<file path="config.mk">
export PLATFORM = sky130hd
export DESIGN_NAME = piso_shift_tx_flat
export DESIGN_NICKNAME = d
export VERILOG_FILES = /design/src/rtl/piso_shift_tx_if.sv /design/src/rtl/piso_shift_tx.sv /design/src/flat_wrapper.sv
export SDC_FILE = /design/constraint.sdc
export NUM_CORES = 1
export LEC_CHECK = 0
export CORE_MARGIN = 2
export CORE_UTILIZATION = 50
export CTS_BUF_LIST = sky130_fd_sc_hd__clkbuf_8
export DETAILED_ROUTE_END_ITERATION = 12
export PLACE_DENSITY = 0.79
export RECOVER_POWER = 25
export SYNTH_ARGS = -nofsm -noshare
export SYNTH_HDL_FRONTEND = slang
export SYNTH_SLANG_ARGS = --single-unit
export TNS_END_PERCENT = 50
</file>
<file path="constraint.sdc">
create_clock -name clk -period 3.1 [get_ports clk]
set_input_delay 0.465 -clock clk [delete_from_list [all_inputs] [get_ports clk]]
set_output_delay 0.465 -clock clk [all_outputs]
set_load 0.02 [all_outputs]
</file>
<file path="src/rtl/piso_shift_tx_if.sv">
// Load handshake and serial output bundle for the PISO transmitter.
interface piso_shift_tx_if #(
   parameter int WIDTH = 8
);
   logic [WIDTH-1:0] din;
   logic             load;
   logic             ready;
   logic             dout;
   logic             dout_valid;
   logic             last;

   modport master (
      output din,
      output load,
      input  ready,
      input  dout,
      input  dout_valid,
      input  last
   );

   modport slave (
      input  din,
      input  load,
      output ready,
      output dout,
      output dout_valid,
      output last
   );
endinterface

</file>
<file path="src/rtl/piso_shift_tx.sv">
// Parallel-in serial-out transmitter: one word in via valid/ready,
// one bit out per clock with per-bit valid and end-of-word strobe.
module piso_shift_tx #(
   parameter int WIDTH     = 8,
   parameter bit LSB_FIRST = 1'b0
) (
   input  logic           clk,
   input  logic           rst,
   piso_shift_tx_if.slave bus
);

   localparam int CW = (WIDTH > 1) ? $clog2(WIDTH) : 1;
   localparam logic [CW-1:0] LAST_CNT = CW'(WIDTH - 1);

   typedef enum logic {
      IDLE  = 1'b0,
      SHIFT = 1'b1
   } state_t;

   state_t           state;
   logic [CW-1:0]    cnt;
   logic [WIDTH-1:0] sr;
   logic             valid_q;
   logic             last_q;
   logic             at_last;
   logic             take;

   assign at_last = (cnt == LAST_CNT);
   assign bus.ready = (state == IDLE) |
                      ((state == SHIFT) & at_last);
   assign take = bus.load & bus.ready;

   // Shifted-out positions fill with 0, so sr is all-zero in IDLE
   assign bus.dout = LSB_FIRST ? sr[0] : sr[WIDTH-1];
   assign bus.dout_valid = valid_q;
   assign bus.last = last_q;

   always_ff @(posedge clk or posedge rst) begin
      if (rst) begin
         state   <= IDLE;
         cnt     <= '0;
         sr      <= '0;
         valid_q <= 1'b0;
         last_q  <= 1'b0;
      end else begin
         unique case (state)
            IDLE: begin
               if (take) begin
                  state   <= SHIFT;
                  sr      <= bus.din;
                  cnt     <= '0;
                  valid_q <= 1'b1;
                  last_q  <= (LAST_CNT == '0);
               end
            end
            SHIFT: begin
               if (at_last) begin
                  if (take) begin
                     sr      <= bus.din;
                     cnt     <= '0;
                     valid_q <= 1'b1;
                     last_q  <= (LAST_CNT == '0);
                  end else begin
                     state   <= IDLE;
                     sr      <= '0;
                     cnt     <= '0;
                     valid_q <= 1'b0;
                     last_q  <= 1'b0;
                  end
               end else begin
                  sr      <= LSB_FIRST ? (sr >> 1) : (sr << 1);
                  cnt     <= cnt + 1'b1;
                  valid_q <= 1'b1;
                  last_q  <= ((cnt + 1'b1) == LAST_CNT);
               end
            end
            default: begin
               state   <= IDLE;
               cnt     <= '0;
               sr      <= '0;
               valid_q <= 1'b0;
               last_q  <= 1'b0;
            end
         endcase
      end
   end

endmodule
</file>
<file path="src/flat_wrapper.sv">
// flat-port wrapper written by rule: the top's interface ports become plain ports
module piso_shift_tx_flat 
#(
   parameter int WIDTH     = 8,
   parameter bit LSB_FIRST = 1'b0
)
  (clk, rst, bus_din, bus_load, bus_ready, bus_dout, bus_dout_valid, bus_last);
  piso_shift_tx_if #(.WIDTH(WIDTH)) bus_i ();
  input  logic clk;
  input  logic rst;
  input wire logic [$bits(bus_i.din)-1:0] bus_din;
  input wire logic [$bits(bus_i.load)-1:0] bus_load;
  output wire logic [$bits(bus_i.ready)-1:0] bus_ready;
  output wire logic [$bits(bus_i.dout)-1:0] bus_dout;
  output wire logic [$bits(bus_i.dout_valid)-1:0] bus_dout_valid;
  output wire logic [$bits(bus_i.last)-1:0] bus_last;
  assign bus_i.din = bus_din;
  assign bus_i.load = bus_load;
  assign bus_ready = bus_i.ready;
  assign bus_dout = bus_i.dout;
  assign bus_dout_valid = bus_i.dout_valid;
  assign bus_last = bus_i.last;
  piso_shift_tx #(.WIDTH(WIDTH), .LSB_FIRST(LSB_FIRST)) u_core (.clk(clk), .rst(rst), .bus(bus_i));
endmodule
</file>
==> results.py <==
metrics = {
    "timing": {
        "fmax_mhz": 418,
        "finalHoldViolations": 0,
        "tightest_slew_ns": 0.648,
        "setup_viol": 0,
        "slew_viol_final": 0,
        "finalSetupTns_ns": 0,
        "period_share_pct": 77.2,
        "post-route-min-period_ns": 2.39,
        "slew_headroom_pct": 56.7,
        "finClkSkew_ns": 0.00334,
        "rsz0062_at_grt": "false",
    },
    "finish": {
        "fillCellCount": 103,
        "nets": 87,
        "area_delta_synth_final_pct": 23.6,
        "fin_cells": 86,
        "seq_area_um2": 350,
        "drive_above_1_share_pct": 5.63,
        "num_antenna_cells": 0,
        "multi_input_comb_area_um2": 313,
    },
    "worst_setup_path": {
        "r2r_cells": 4,
        "reg2reg_slack_ns": 1.49,
        "crit_required_ns": 2.63,
        "criticalPathCategory": "flop to output port",
        "critPathArrivalTime_ns": 1.93,
        "setup.worst_path.end_class": "output port",
        "cp-start-kind": "flop",
        "crit_fanout": 14,
        "r2r-start": "u_core.cnt[0]",
        "reg2reg_to": "u_core.sr[5]",
    },
    "global_routing": {
        "grt_pass1_wl_mm": 2.10,
        "grt_pass1_vias": 491,
        "grt.overflow.total": 0,
        "grt_max_degree": 22,
        "grt_use_total_pct": 16.3,
        "antenna_found_initial": 0,
    },
    "placed_design": {
        "dp_hpwl_um": 797,
        "gp_congestion": 0.695,
        "dp.cells": 83,
        "numPortBuffers": 14,
    },
    "clocking": {
        "clock_latency_ns": 0.24,
        "cts_sinks": 14,
        "ctsHoldBuffers": 0,
        "numCtsBuffers": 3,
        "htreeDepth": 1,
        "clockRootBuffer": "clkbuf_8",
        "cts_buffer_depth": 2,
        "ctsResizeCount": 0,
        "post_cts_buffers": 0,
        "cts_tree": "yes",
        "clk_pin_slew_worst_paths_ns": 0.05,
    },
    "route": {
        "avgViaCountPerCell": 5.79,
        "first_pass_iters": 2,
        "ant_nets": 0,
        "drc_errors": 0,
        "vias": 498,
        "avgRoutedWirePerCell_um": 13.9,
        "drt_iter0_markers": 4,
        "routed_wl_mm": 1.19,
    },
    "run_status": {
        "outcome": "complete, no violations",
    },
    "logic_synthesis": {
        "synthDominantCellAreaShare_pct": 49.3,
        "avgSynthCellArea_um2": 12.0,
        "synthDistinctLibCells": 20,
        "seq_area_frac_synth_pct": 49.3,
        "yosysTopAreaCell": "dfrtp_1",
        "syn_inst": 59,
        "syn-num-nets": 73,
        "ys_ff_latch": 14,
        "synthTopCellsByArea": "dfrtp_1 49%, a311o_1 9.9%, and3b_1 8.6%",
        "syn_area_um2": 711,
        "yosysWarnings": 0,
    },
    "worst_hold_path": {
        "worstHoldStart": "u_core.sr[0]",
        "hold_path.class": "flop to flop",
        "min_path_cells": 1,
        "min_to": "u_core.sr[0]",
    },
    "power": {
        "p_per_area_nw_per_um2": 836,
        "p_leak_nw": 0.386,
        "ir_drop_uv": 465,
    },
    "run": {
        "cap_violations": 0,
    },
    "floorplanning": {
        "initial_core_util_pct": 53.9,
        "dieHeight_um": 41.7,
        "dieArea_um2": 1740,
        "pin_count": 15,
        "fp-row-count": 13,
        "die_w_um": 41.7,
        "coreArea_um2": 1320,
    },
}
registers in the layout, summed over array words and instances (netlist names):
register               flops
u_core.bus.dout_valid      1
u_core.sr                  8
u_core.state               1
u_core.bus.last            1
u_core.cnt                 3
stage by stage:
step / setup slack (ns) / utilization, % / hold slack [ns] / cell area [um^2] / total power (W)
2_1_floorplan: 1.54 / - / 0.354 / 711 / 0.000521
3_3_place_gp: 0.990 / 63.5 / 0.477 / 837 / 0.000590
3_5_place_dp: 0.977 / 63.5 / 0.480 / 837 / 0.000596
4_1_cts: 0.685 / 66.7 / 0.493 / 878 / 0.000744
5_1_grt: 0.584 / 66.7 / 0.515 / 878 / 0.000791
6_report: 0.706 / 66.7 / 0.490 / 878 / 0.000734
critical path, cell delays in order (launching register included):
cell,delay [ns]
dfrtp_1,0.37
ha_1,0.17
ha_1,0.26
nand2b_4,0.26
clkdlybuf4s50_1,0.64
cells in the final DEF, fill, tap and decap left out, drive strengths merged, types with 2 or more instances in the layout:
| cell | count |
|---|---|
| a311o | 7 |
| dfrtp | 14 |
| ha | 3 |
| nand2b | 3 |
| clkbuf | 3 |
| nor3b | 7 |
| clkdlybuf4s50 | 13 |
| o32ai | 2 |
| inv | 4 |
| and3b | 7 |
logic make-up after synthesis:
logic type	count (synthesis)	synth area share, %
simple gates	21	23.1
flops	14	49.3
compound gates	12	15.7
buf+inv	9	6.69
fa+ha+maj	3	5.28
where the power goes:
part	switching [W]	leakage, nW	internal (W)
Combinational	0.000125	0.189	0.000160
Clock	0.0000602	0.0216	0.0000858
Sequential	0.0000522	0.175	0.000251
metal layers:
metal | track usage, % | up-vias | wire length (um) | share of wire [%]
li1 | - | 247 | - | -
met1 | 20.6 | 236 | 597 | 50
met2 | 23.8 | 11 | 527 | 44
met3 | 4.35 | 4 | 41 | 3.4
met4 | 11.6 | 0 | 27 | 2.3
met5 | 0 | - | 0 | 0
synth_stat cells:
library cell	n
a32o_1	1
inv_1	4
nand2b_1	2
nand2b_4	1
ha_1	3
dfrtp_1	14
nand2_1	1
nor3b_1	7
or3b_1	1
a22o_1	1
and3b_1	7
o21ai_0	1
a311o_1	7
buf_4	1
o32ai_1	2
nor2_1	1
clkbuf_1	1
buf_6	1
nand3b_1	1
buf_2	2
area by class of cell:
class / count / share of cell area (%)
Multi-Input combinational cell: 36 / 35.6
Sequential cell: 14 / 39.9
Clock buffer: 3 / 4.70
Tap cell: 15 / 2.14
Inverter: 4 / 1.71
Timing Repair Buffer: 14 / 16.0
worst max path at each step:
| stage | start | cells past startpoint | slack [ns] | endpoint |
|---|---|---|---|---|
| floorplan | u_core.cnt[0] | 4 | 1.54 | bus_ready |
| global placement | u_core.cnt[0] | 4 | 0.99 | bus_ready |
| detailed placement | u_core.cnt[0] | 4 | 0.98 | bus_ready |
| CTS | u_core.cnt[0] | 4 | 0.68 | bus_ready |
| global route | u_core.cnt[1] | 4 | 0.58 | bus_ready |
| finish | u_core.cnt[0] | 4 | 0.71 | bus_ready |
(Power assumes the default switching activity.)
